===== src/rtl/channel_narrow_pkg.sv =====
// channel_narrow_pkg
//   Shared sizing helpers for the channel_narrow slice serializer.
//   divisions : number of narrow slices needed to carry one wide word
//   cnt_width : width of the slice counter (never narrower than 1 bit)
package channel_narrow_pkg;

  // Ceiling division: how many out-width slices cover an in-width word.
  function automatic int divisions(input int in_w, input int out_w);
    return (in_w + out_w - 1) / out_w;
  endfunction

  // Counter width for a modulo-div counter; a 1-slice channel still gets 1 bit.
  function automatic int cnt_width(input int div);
    return (div <= 1) ? 1 : $clog2(div);
  endfunction

endpackage


===== src/rtl/channel_narrow_ctr.sv =====
// channel_narrow_ctr
//   Modulo-DIV_P up-counter that tracks which slice of the wide word is
//   currently presented. Advances on en_i, wraps after DIV_P-1.
// Ports
//   clk    : clock
//   reset  : synchronous, active-high reset (counter -> 0)
//   en_i   : advance the counter this cycle (consumer dequeue)
//   cnt_o  : current slice count
//   last_o : high while the count sits on the final slice (DIV_P-1)
import channel_narrow_pkg::*;

module channel_narrow_ctr #(
  parameter int DIV_P   = 4,
  parameter int CNT_W_P = 2
) (
  input  logic               clk,
  input  logic               reset,
  input  logic               en_i,
  output logic [CNT_W_P-1:0] cnt_o,
  output logic               last_o
);

  localparam logic [CNT_W_P-1:0] LastCnt = CNT_W_P'(DIV_P - 1);

  logic [CNT_W_P-1:0] r_cnt;
  logic               w_last;

  assign w_last = (r_cnt == LastCnt);

  // Wrap to zero on the final slice so the next word starts at slice 0.
  always_ff @(posedge clk) begin
    if (reset) begin
      r_cnt <= '0;
    end else if (en_i) begin
      if (w_last) begin
        r_cnt <= '0;
      end else begin
        r_cnt <= r_cnt + 1'b1;
      end
    end
  end

  assign cnt_o  = r_cnt;
  assign last_o = w_last;

endmodule


===== src/rtl/channel_narrow.sv =====
// channel_narrow
//   Serializes one wide word into ceil(width_in_p/width_out_p) narrow slices
//   on a consume-driven channel. Routing is purely combinational; only the
//   slice counter is registered. The producer must hold data_i stable until
//   deque_o pulses on the final slice.
// Parameters
//   width_in_p   : wide input word width (>=1)
//   width_out_p  : narrow slice width (>=1)
//   lsb_to_msb_p : 1 = least-significant slice first, 0 = most-significant first
// Ports
//   clk     : clock
//   reset   : synchronous, active-high reset
//   data_i  : wide word from the producer
//   deque_i : consumer takes the current slice this cycle
//   data_o  : current slice (combinational)
//   deque_o : wide word fully consumed; producer advances next cycle
// Configuration
//   CHANNEL_NARROW_CHECK_EN : when defined, compiles in simulation-only checks
//   (parameter sanity, X on deque_i, data_i changing mid-word).
import channel_narrow_pkg::*;

module channel_narrow #(
  parameter int width_in_p   = 8,
  parameter int width_out_p  = 2,
  parameter int lsb_to_msb_p = 1
) (
  input  logic                   clk,
  input  logic                   reset,
  input  logic [width_in_p-1:0]  data_i,
  input  logic                   deque_i,
  output logic [width_out_p-1:0] data_o,
  output logic                   deque_o
);

  localparam int Div   = divisions(width_in_p, width_out_p);
  localparam int CntW  = cnt_width(Div);
  localparam int PadW  = Div * width_out_p;

  // Zero-extend at the MSB so every slice is full width.
  logic [PadW-1:0] w_padded;
  assign w_padded = PadW'(data_i);

  generate
    if (Div == 1) begin : g_bypass
      // Word fits in one slice: no counter, every dequeue completes the word.
      assign data_o  = w_padded;
      assign deque_o = deque_i & ~reset;
    end else begin : g_serial
      localparam logic [CntW-1:0] LastIdx = CntW'(Div - 1);

      logic [Div-1:0][width_out_p-1:0] w_slices;
      logic [CntW-1:0]                 w_cnt;
      logic [CntW-1:0]                 w_cnt_eff;
      logic [CntW-1:0]                 w_sel;
      logic                            w_last;

      channel_narrow_ctr #(
        .DIV_P   (Div),
        .CNT_W_P (CntW)
      ) u_ctr (
        .clk    (clk),
        .reset  (reset),
        .en_i   (deque_i),
        .cnt_o  (w_cnt),
        .last_o (w_last)
      );

      assign w_slices = w_padded;

      // Reset is synchronous, so the counter may still hold old progress in
      // the reset cycle; force slice 0 of the current ordering while reset is high.
      assign w_cnt_eff = reset ? '0 : w_cnt;
      assign w_sel     = (lsb_to_msb_p != 0) ? w_cnt_eff : (LastIdx - w_cnt_eff);

      assign data_o  = w_slices[w_sel];
      assign deque_o = deque_i & w_last & ~reset;

`ifdef CHANNEL_NARROW_CHECK_EN
      logic [width_in_p-1:0] r_prev_data;

      always_ff @(posedge clk) begin
        r_prev_data <= data_i;
      end

      // Mid-word the producer must keep the word stable, and deque_i must be known.
      always @(posedge clk) begin
        if (!reset) begin
          if ($isunknown(deque_i)) begin
            $error("channel_narrow: deque_i is X/Z");
          end
          if ((w_cnt != '0) && (data_i != r_prev_data)) begin
            $error("channel_narrow: data_i changed while word partially consumed");
          end
        end
      end
`endif
    end
  endgenerate

`ifdef CHANNEL_NARROW_CHECK_EN
  generate
    if (width_in_p < 1 || width_out_p < 1) begin : g_bad_param
      $error("channel_narrow: width_in_p and width_out_p must be >= 1");
    end
  endgenerate
`else
  // Checks are compiled out; datapath is unchanged.
`endif

endmodule


===== config.mk =====
export PLATFORM = sky130hd
export DESIGN_NAME = channel_narrow
export DESIGN_NICKNAME = d
export VERILOG_FILES = /design/src/rtl/channel_narrow_pkg.sv /design/src/rtl/channel_narrow_ctr.sv /design/src/rtl/channel_narrow.sv
export SDC_FILE = /design/constraint.sdc
export NUM_CORES = 1
export LEC_CHECK = 0
export CAP_MARGIN = 10
export CORE_AREA = 2 2 39 41
export CTS_BUF_LIST = sky130_fd_sc_hd__clkbuf_2
export CTS_CLUSTER_SIZE = 10
export DETAILED_ROUTE_END_ITERATION = 8
export DIE_AREA = 0 0 41 43
export PLACE_DENSITY_LB_ADDON = 0.25
export SKIP_CTS_REPAIR_TIMING = 1
export SLEW_MARGIN = 0
export SYNTH_ARGS = -nofsm -noshare
export SYNTH_HDL_FRONTEND = slang
export SYNTH_SLANG_ARGS = --single-unit

===== constraint.sdc =====
create_clock -name clk -period 1.8 [get_ports clk]
set_clock_uncertainty 0.1 [all_clocks]
set_input_delay 0.18 -clock clk [delete_from_list [all_inputs] [get_ports clk]]
set_output_delay 0.18 -clock clk [all_outputs]
set_load 0.1 [all_outputs]

==> results of run 1 <==
cell families after synthesis:
kind of cell               count (synthesis)  synth area share
and+or+nand+nor                            8             0.257
AOI/OAI and AO/OA                          6             0.189
muxes                                      4             0.270
DFF                                        2             0.216
adders and majority gates                  1            0.0676
routing by layer:
layer / up-vias / part of all wire
li1: 113 / -
met1: 107 / 0.42
met2: 16 / 0.45
met3: 0 / 0.13
met4: 0 / 0
met5: - / 0
path summary, 6_finish.rpt:
path	end	slack, ns	depth (start not counted)
worst max register to register	g_serial.u_ctr.cnt_o[0]$_SDFFE_PP0P_	0.69	4
worst min-delay path	g_serial.u_ctr.cnt_o[1]$_SDFFE_PP0P_	0.50	2
worst max-delay path	data_o[0]	0.14	5
worst min register to register	g_serial.u_ctr.cnt_o[1]$_SDFFE_PP0P_	0.50	2
synthesized netlist by cell type, drive strengths merged:
library cell  n
and3b         1
mux2i         2
a21oi         2
nor2          3
mux2          2
a22oi         2
and2b         2
dfxtp         2
nor2b         2
o21ai         2
ha            1
worst max-delay path, stage by stage:
cell,delay [ns]
clkdlybuf4s50_1,0.52
nor2b_1,0.21
a21oi_1,0.10
o21ai_2,0.16
buf_12,0.19
where the power goes:
part           internal [W]  total [W]  switching (W)
Sequential        0.0000493  0.0000576     0.00000821
Clock             0.0000441  0.0000688      0.0000247
Combinational     0.0000649   0.000136      0.0000715
Total              0.000158   0.000263       0.000104
per-stage QoR:
step / hold slack (ns) / instance area [um2] / instances
after floorplan: 0.152 / 193 / 21
after global placement: 0.478 / 373 / 50
after detailed placement: 0.505 / 373 / 50
after CTS: 0.512 / 388 / 53
after global routing: 0.554 / 389 / 53
final: 0.502 / 389 / 53
layout make-up:
cell class | instances | share of cell area
clock buffers | 3 | 0.0386
flip-flops and latches | 2 | 0.106
repair buffers | 13 | 0.412
multi-input cells | 19 | 0.392
well taps | 16 | 0.0514
==> metrics, run 1 <==
register area=around 41 um2; Max Freq=~600 MHz; CTS buffer count=3; # H-tree levels=1; initial core utilization=0.134; TritonCTS clock tree=done; commonest cells after routing, fill and taps aside=clkdlybuf4s50_1 (10), nor2_1 (3), clkbuf_2 (3), buf_12 (3); post-synth cell types=11; post-synth top area share=0.216; Routed Antenna Nets=0; number of global-route vias before repair=256; Longest Clk Path Bufs=2; largest net degree at the start of global routing=9; status=finished, final reports clean; hold crit path type=reg -> reg; total die area=1760 um2; crit path capture type=output port; Die Width=41 um; WL/cell=around 11 um; synth-to-layout area growth=110%; Worst slew margin=0.840; M2 GR Usage=0.125; PD cells=675 nW/um2; Die Y=about 43 um; Vias=between 200 and 250; Synth Cell Area=between 150 and 200 um2; WP data arrival=~1.4 ns; worst slack, placed=0.133 ns; first-pass GRT wire length=between 1 and 1.5 mm; Setup TNS=0 ns; met3 Use GR=0.0524; crit path setup slack, layout=between 0.1 and 0.15 ns; power consumption=about 0.00026 W; layout cells sized above 1=0.297; reg2reg start=g_serial.u_ctr.cnt_o[1]$_SDFFE_PP0P_; cells after synthesis=21; crit path launch=reset; Mean Syn Cell Area=about 8.8 um2; Residual DRC=0; DR pass1 iterations=2; Setup Viol. Count Final=0; Yosys warning total=0; I/O pins=14; syn_nets=33; number of fill cells=~150; Total Wirelength=slightly above 600 um; post-DR vias/cell=4.45; Max-Cap Viols=0; CTS sink count=2; sequential fraction of the synthesis area=0.216; clock-pin slew on the worst setup and hold paths=roughly 0.030 ns; commonest non-fill, non-tap cell in the layout=clkdlybuf4s50_1; Leak=0.169 nW; max FFs per register=2; site row count=14; initial antenna violation count=0; CP max FO=7; global routing's busiest layer=met2; GRT Overall Usage=0.0861; DRT iter0 DRCs=2; maximum vdd drop=between 0.2 and 0.3 mV; root buffer cell=clkbuf_2; worst slew pin tran=roughly 0.24 ns; critical path launch point type=input pin; Setup Crit Path Kind=in -> out; CP Data Required Time=approximately 1.5 ns; cell accounting for the most synthesized area=dfxtp_1; Nets=just over 50; antenna cell count=0; port bufs=13; Hold Crit Start=g_serial.u_ctr.cnt_o[1]$_SDFFE_PP0P_; RSZ-0062 raised after global routing=false; Fin. Hold Viols=0; core area=~1400 um2; multi-input logic area=around 150 um2; GP Congestion=around 0.55; max-slew violation total from the final report=0; post-layout util=0.281; global routing usage on met1=0.0955; Overflow after GRT=0; Final Critical Period=1.66 ns; top post-synthesis cells by area=dfxtp_1 (22%), mux2_4 (16%), mux2i_1 (11%); period utilization=0.920; FF+latch count, synth=2; Worst-Skew Late Latency=~0.19 ns
No activity file was read; power rests on OpenSTA's default activity.
==> run 2: changes to the inputs <==
- RECOVER_POWER: not set -> 50
==> results of run 2 <==
Same layout as run 1: the final DEF is identical, and so are final timing and power.
